### src/rtl/_64b66b_tx_pkg.sv
// Shared constants for the 64b/66b self-synchronous scrambler (tx) and descrambler (rx).
package _64b66b_tx_pkg;

   // Taps of G(x)=1+x^39+x^58 expressed as s_q indices, and the state width.
   localparam int I0  = 38;
   localparam int I1  = 57;
   localparam int S_W = 58;

   localparam logic [1:0] SYNC_DATA = 2'b01;
   localparam logic [1:0] SYNC_CTRL = 2'b10;

   typedef logic [S_W-1:0] scr_state_t;

   localparam scr_state_t SCR_SEED = {S_W{1'b1}};

endpackage

### src/rtl/skid_buf.sv
// Two-entry valid/ready buffer (output register plus skid register) with a registered ready.
module skid_buf #(
   parameter int W = 66
) (
   input  logic         clk,
   input  logic         nreset,
   input  logic         in_valid,
   output logic         in_ready,
   input  logic [W-1:0] in_data,
   output logic         out_valid,
   input  logic         out_ready,
   output logic [W-1:0] out_data
);

   logic         out_valid_q, out_valid_d;
   logic [W-1:0] out_data_q, out_data_d;
   logic         skid_valid_q, skid_valid_d;
   logic [W-1:0] skid_data_q, skid_data_d;
   logic         ready_q, ready_d;
   logic         acc_s, drain_s;

   assign acc_s   = in_valid & ready_q;
   assign drain_s = ~out_valid_q | out_ready;

   // Next-state: refill the output stage from skid first, otherwise from the input.
   always_comb begin
      out_valid_d  = out_valid_q;
      out_data_d   = out_data_q;
      skid_valid_d = skid_valid_q;
      skid_data_d  = skid_data_q;
      if (drain_s) begin
         if (skid_valid_q) begin
            out_valid_d  = 1'b1;
            out_data_d   = skid_data_q;
            skid_valid_d = 1'b0;
         end else if (acc_s) begin
            out_valid_d = 1'b1;
            out_data_d  = in_data;
         end else begin
            out_valid_d = 1'b0;
         end
      end else begin
         if (acc_s) begin
            skid_valid_d = 1'b1;
            skid_data_d  = in_data;
         end else begin
            skid_valid_d = skid_valid_q;
         end
      end
      ready_d = ~skid_valid_d;
   end

   // Buffer state registers.
   always_ff @(posedge clk or negedge nreset) begin
      if (!nreset) begin
         out_valid_q  <= 1'b0;
         out_data_q   <= '0;
         skid_valid_q <= 1'b0;
         skid_data_q  <= '0;
         ready_q      <= 1'b1;
      end else begin
         out_valid_q  <= out_valid_d;
         out_data_q   <= out_data_d;
         skid_valid_q <= skid_valid_d;
         skid_data_q  <= skid_data_d;
         ready_q      <= ready_d;
      end
   end

   assign in_ready  = ready_q;
   assign out_valid = out_valid_q;
   assign out_data  = out_data_q;

endmodule

### src/rtl/_64b66b_tx.sv
// 64b/66b transmit scrambler: LEN payload bits per beat through G(x)=1+x^39+x^58,
// header bypassed, result handed to a skid buffer.
module _64b66b_tx
   import _64b66b_tx_pkg::*;
#(
   parameter int LEN = 64
) (
   input  logic           clk,
   input  logic           nreset,
   input  logic           valid_i,
   output logic           ready_o,
   input  logic [1:0]     head_i,
   input  logic [LEN-1:0] data_i,
   output logic           valid_o,
   input  logic           ready_i,
   output logic [1:0]     head_o,
   output logic [LEN-1:0] scram_o
);

   localparam int HW = S_W + LEN;

   scr_state_t     s_q, s_d;
   logic [LEN-1:0] scram_s;
   logic           accept_s;

   assign accept_s = valid_i & ready_o;

   // hist[j] is the stream in transmit order: s_q history (oldest first) followed by
   // this beat, so both taps of bit i land at hist[i] and hist[i+19].
   always_comb begin
      logic [HW-1:0] hist;
      hist = '0;
      for (int j = 0; j < S_W; j++) begin
         hist[j] = s_q[S_W-1-j];
      end
      for (int i = 0; i < LEN; i++) begin
         hist[S_W+i] = data_i[i] ^ hist[i+(I1-I0)] ^ hist[i];
      end
      scram_s = hist[S_W +: LEN];
      s_d     = s_q;
      if (accept_s) begin
         for (int k = 0; k < S_W; k++) begin
            s_d[k] = hist[HW-1-k];
         end
      end else begin
         s_d = s_q;
      end
   end

   // Scrambler history register.
   always_ff @(posedge clk or negedge nreset) begin
      if (!nreset) begin
         s_q <= SCR_SEED;
      end else begin
         s_q <= s_d;
      end
   end

   skid_buf #(
      .W(LEN + 2)
   ) u_skid (
      .clk      (clk),
      .nreset   (nreset),
      .in_valid (valid_i),
      .in_ready (ready_o),
      .in_data  ({head_i, scram_s}),
      .out_valid(valid_o),
      .out_ready(ready_i),
      .out_data ({head_o, scram_o})
   );

endmodule

### config.mk
export PLATFORM = sky130hd
export DESIGN_NAME = _64b66b_tx
export DESIGN_NICKNAME = d
export VERILOG_FILES = /design/src/rtl/_64b66b_tx_pkg.sv /design/src/rtl/skid_buf.sv /design/src/rtl/_64b66b_tx.sv
export SDC_FILE = /design/constraint.sdc
export NUM_CORES = 1
export LEC_CHECK = 0
export CORE_MARGIN = 5
export CORE_UTILIZATION = 50
export CTS_CLUSTER_SIZE = 10
export DETAILED_ROUTE_END_ITERATION = 6
export PLACE_DENSITY_LB_ADDON = 0.15
export SYNTH_ARGS = -nofsm -noshare
export SYNTH_HDL_FRONTEND = slang
export SYNTH_HIERARCHICAL = 1
export SYNTH_SLANG_ARGS = --single-unit
### constraint.sdc
create_clock -name clk -period 3.3 [get_ports clk]
set_input_delay 0.99 -clock clk [delete_from_list [all_inputs] [get_ports clk]]
set_output_delay 0.99 -clock clk [all_outputs]
set_load 0.02 [all_outputs]
==> results.yml, run 1 <==
status:
  status: "completed"
worst_setup_path:
  end_kind: "output port"
  critical_path.top_delay_family: "buffers and inverters"
  critical_path.cell_chain: "clkdlybuf4s50_1"
  slowest_delay_ns: 0.63
  cp_data_arrival_time_ns: 1.64
  required_ns: 2.31
  r2r_slack_ns: 1.34
  path_max_fanout: 4
  critPathKind: "register to output port"
  cp.buffers_inverters: 1
  crit_start: "u_skid/in_ready"
  r2r-start: "s_q[32]"
  timing.rr.end: "u_skid/out_data[45]"
  start_kind: "register"
  reg2reg_depth: 4
  slowest_stage: "clkdlybuf4s50_1"
timing:
  setup_tns_ns: 0
  skew_ns: 0.00855
  slew_headroom: 0.573
  finalCriticalPeriod_ns: 2.63
  rsz0062_at_grt: "false"
  tightest_slew_ns: 0.640
  max_freq_mhz: 380
  hold_ws_ns: 0.482
  hold_violations: 0
  setup_violations: 0
  slew_viol_final: 0
  fin_crit_sh: 0.798
floorplanning:
  ios: 138
  die_x_um: 149
  core_mm2: 0.0188
  dieArea_mm2: 0.0222
  initial_core_util: 0.513
  die_h_um: 149
  num_rows: 50
global_routing:
  grt_pass1_vias: 5956
  grtUsageMet3: 0.0474
  top_usage_layer: "met2"
  use_met1: 0.291
  grt_pass1_wl_mm: 34.4
  grt_use_total: 0.202
  grtUsageMet2: 0.316
  overflow: 0
  grt_start_max_net_pins: 79
  antenna_found_initial: 0
min_path:
  hold_class: "register to register"
  hold_path_end: "s_q[47]"
  hp-start: "s_q[47]"
  hold_depth: 2
place:
  placed_cell_area_mm2: 0.0113
  gp_congestion: 0.778
  hpwl_mm: 15.2
  io_buffers: 137
  placed_cells: 1001
yosys:
  syn_area_mm2: 0.00965
  synth_top_area_frac: 0.347
  ys_ff_latch: 193
  synth_cell_types: 21
  ys_top_cells_by_area: "dfrtp_1, dfstp_2, mux2_2"
  synth-simple-area-share: 0.00946
  synthCells: 621
  synthAdderAreaFrac: 0
  synth_compound_area_frac: 0.00765
  synth_xor_area_frac: 0.136
  avgSynthCellArea_um2: 15.5
  ys_seq_area_frac: 0.508
  yosys_warnings: 6
  synth_largest_area_cell: "dfrtp_1"
  muxShareOfSynthArea: 0.311
  syn_nets: 691
  synth_top_family_by_area: "multiplexers"
clocking:
  clockBufferDepth: 2
  cts.sink_count: 193
  cts_buffers: 17
  clock_latency_ns: 0.43
  cts_tree: "yes"
  cts_setup_buffers: 0
  clk_pin_slew_ns: 0.07
  h-tree-depth: 4
  cts_resized: 0
  cts_root_buf: "clkbuf_16"
  postCtsHoldBufs: 0
cells_and_area:
  nets: 830
  n_antenna_cell: 0
  fill_cells: 1377
  syn_to_final_growth_pct: 22.8
  final_cells: 1033
  fin_area_mm2: 0.0119
  layout_common_cells: "clkdlybuf4s50_1, mux2_2, dfrtp_1, mux2_4, xnor2_1"
  final_common_cell: "clkdlybuf4s50_1"
  drive_above_1_share: 0.410
run:
  cap_violations: 0
route:
  drt_pass1_iterations: 4
  drt_wl_total_mm: 21.7
  drtIter0Drc: 224
  vias_per_cell: 5.16
  drc_errors: 0
  post_drt_wl_per_cell_um: 21.0
  vias: 5329
  ant_nets: 0
pwr:
  ir_drop_v: 0.000598
  power.density_mw_per_mm2: 1150
  leakage_nw: 5.11
-- metal layers --
| metal | vias up | routed length (um) |
|---|---|---|
| met1 | 2767 | 10500 |
| met5 | - | 0 |
| met4 | 0 | 201 |
| met3 | 16 | 820 |
| met2 | 104 | 10200 |
| li1 | 2442 | - |
-- power by group --
part | total (mW) | switching (mW) | internal (mW)
sequential | 4.81 | 0.917 | 3.89
clock | 1.92 | 0.915 | 1.01
combinational | 6.95 | 2.94 | 4.01
total | 13.7 | 4.77 | 8.92
-- logic make-up after synthesis --
kind of cell              Yosys count
buffers and inverters              42
DFF                               193
xor gates and xnor gates          109
and+or+nand+nor                    20
muxes                             243
AOI/OAI and AO/OA                  14
-- per-stage QoR --
step           utilization  worst slack (ns)  power, mW
2_1_floorplan            -              1.13       9.51
3_3_place_gp         0.601             0.494       11.6
3_5_place_dp         0.601             0.467       11.8
4_1_cts              0.630             0.643       13.8
5_1_grt              0.630             0.609       14.5
6_report             0.630             0.666       13.7
-- area by class of cell --
class / count / area (um^2) / area share
inverter: 14 / 52.6 / 0.00443
tap: 260 / 325 / 0.0274
clock buffer: 21 / 460 / 0.0388
timing repair buffer: 148 / 1530 / 0.129
multi-input combinational: 386 / 4500 / 0.379
sequential: 193 / 4900 / 0.414
clock inverter: 11 / 83.8 / 0.00707
-- cell usage after synthesis --
| cell | instances |
|---|---|
| nand2_1 | 15 |
| mux2_1 | 39 |
| mux2_2 | 134 |
| xor3_2 | 6 |
| xor2_1 | 19 |
| nor2_1 | 1 |
| buf_2 | 10 |
| a21oi_2 | 1 |
| buf_4 | 3 |
| dfrtp_1 | 134 |
| o21ai_0 | 13 |
| clkbuf_1 | 3 |
| mux2_4 | 70 |
| buf_6 | 12 |
| nand3_2 | 1 |
| inv_1 | 14 |
| xnor2_1 | 65 |
| dfstp_2 | 59 |
| xnor3_1 | 19 |
| nor2b_2 | 1 |
| nand2b_1 | 2 |
-- registers in the layout, summed over array words and instances, names as in the netlist --
signal               cells
u_skid/out_data         66
u_skid/skid_data_q      66
s_q                     58
u_skid/in_ready          1
u_skid/out_valid         1
u_skid/skid_valid_q      1
-- how the worst max path moves through the flow --
stage	end	slack, ns	depth (start not counted)
4_1_cts	ready_o	0.64	1
3_3_place_gp	u_skid/skid_data_q[51]	0.49	5
2_1_floorplan	u_skid/out_data[39]	1.13	4
3_5_place_dp	u_skid/skid_data_q[45]	0.47	5
5_1_grt	ready_o	0.61	1
6_report	ready_o	0.67	1
Power figures use the tool's default switching activity.
==> run 2, diff against run 1 <==
==> constraint.sdc (replaced) <==
create_clock -name clk -period 2.55 [get_ports clk]
set_input_delay 0.765 -clock clk [delete_from_list [all_inputs] [get_ports clk]]
set_output_delay 0.765 -clock clk [all_outputs]
set_load 0.02 [all_outputs]
==> run 2 against run 1 <==
- worst setup slack lost 0.53 ns
- die area is the same
- cell area grew 2.2%
- highest routed layer unchanged
- hold slack lost 0.18 ns
- core utilization rose by 1.4 points
- largest power group unchanged
- combinational power is 37% higher
- sequential power increased by 30%
- largest cell class unchanged
- clock skew is essentially flat
==> results.yml, run 2 (synthesized netlist as in run 1, its figures left out) <==
route:
  vias: 5381
  drt_wl_total_mm: 21.9
  drc_errors: 0
  ant_nets: 0
  post_drt_wl_per_cell_um: 20.7
  drtIter0Drc: 220
  drt_pass1_iterations: 4
  vias_per_cell: 5.09
global_routing:
  grt_start_max_net_pins: 58
  overflow: 0
  antenna_found_initial: 0
  grt_pass1_vias: 6077
  grt_pass1_wl_mm: 34.8
  grt_use_total: 0.204
clocking:
  clockBufferDepth: 2
  cts_resized: 0
  h-tree-depth: 4
  clock_latency_ns: 0.43
  cts_root_buf: "clkbuf_16"
  cts_setup_buffers: 0
  clk_pin_slew_ns: 0.07
  cts_tree: "yes"
  postCtsHoldBufs: 0
  cts_buffers: 17
  cts.sink_count: 193
timing:
  slew_viol_final: 0
  skew_ns: 0.00873
  setup_tns_ns: 0
  rsz0062_at_grt: "false"
  tightest_slew_ns: 0.515
  finalWorstSetupSlack_ns: 0.141
  max_freq_mhz: 415
  setup_violations: 0
  slew_headroom: 0.657
  hold_violations: 0
  finalCriticalPeriod_ns: 2.41
  fin_crit_sh: 0.945
worst_setup_path:
  cp.depth: 1
  slowest_stage: "clkdlybuf4s50_1"
  cp.buffers_inverters: 1
  critical_path.top_delay_family: "buffers and inverters"
  critPathKind: "register to output port"
  slowest_delay_ns: 0.63
  path_max_fanout: 4
  end_kind: "output port"
  reg2reg_depth: 4
  cp_data_arrival_time_ns: 1.64
  required_ns: 1.79
  critical_path.cell_chain: "clkdlybuf4s50_1"
  start_kind: "register"
place:
  hpwl_mm: 15.6
  placed_cell_area_mm2: 0.0115
  dp_worst_setup_slack_ns: 0.00225
  gp_congestion: 0.820
  io_buffers: 137
pwr:
  ir_drop_v: 0.000719
  power.density_mw_per_mm2: 1520
  leakage_nw: 5.27
floorplanning:
  num_rows: 50
  dieArea_mm2: 0.0222
  ios: 138
  initial_core_util: 0.513
  core_mm2: 0.0188
  die_h_um: 149
  die_x_um: 149
run:
  cap_violations: 0
cells_and_area:
  fin_area_mm2: 0.0121
  final_common_cell: "clkdlybuf4s50_1"
  drive_above_1_share: 0.430
  n_antenna_cell: 0
  layout_common_cells: "clkdlybuf4s50_1, mux2_2, dfrtp_1, mux2_4, xnor2_1"
  nets: 855
  syn_to_final_growth_pct: 25.5
  fill_cells: 1384
status:
  status: "completed"
min_path:
  hold_class: "input port to async pin"
## run 2: cell count changes in the layout (fill, tap and decap cells not counted), sizes merged
cell and delta:
buf +25, bufinv +1, clkbuf +2, clkinv -1, clkinvlp -1, inv -1
## run 2: layout make-up
type / count / area, um^2 / area share
Multi-Input combinational cell: 386 / 4500 / 0.371
Clock inverter: 9 / 81.3 / 0.00671
Timing Repair Buffer: 173 / 1760 / 0.145
Sequential cell: 193 / 4900 / 0.405
Tap cell: 260 / 325 / 0.0269
Inverter: 14 / 52.6 / 0.00434
Clock buffer: 23 / 498 / 0.0411
## run 2: routing by layer
metal | up-vias | track usage | share of wire
met4 | 0 | 0.0352 | 0.0073
met2 | 132 | 0.321 | 0.46
met3 | 14 | 0.0471 | 0.047
met1 | 2754 | 0.296 | 0.48
li1 | 2481 | - | -
met5 | - | 0 | 0
## run 2: power by group
part	leakage [nW]	internal [mW]	switching [mW]
Clock	0.281	1.47	1.16
Combinational	2.78	5.67	3.88
Sequential	2.20	5.04	1.19
## run 2: worst paths after layout
check	slack (ns)	from	end
setup / recovery	0.14	u_skid/in_ready	ready_o
hold / removal	0.30	nreset	u_skid/skid_data_q[17]
setup reg to reg	0.63	s_q[35]	u_skid/out_data[42]
hold reg to reg	0.49	s_q[47]	s_q[47]
max in group asynchronous	1.50	nreset	s_q[24]
min in group clk	0.49	s_q[47]	s_q[47]
## run 2: through the flow
stage	hold WS (ns)	total power, mW	util	cells
after detailed placement	0.482	15.9	0.613	1026
after global routing	0.321	19.6	0.643	1058
after global placement	0.472	15.6	0.613	1026
after CTS	0.311	18.6	0.643	1058
after floorplan	0.461	12.3	-	621
final	0.300	18.4	0.643	1058
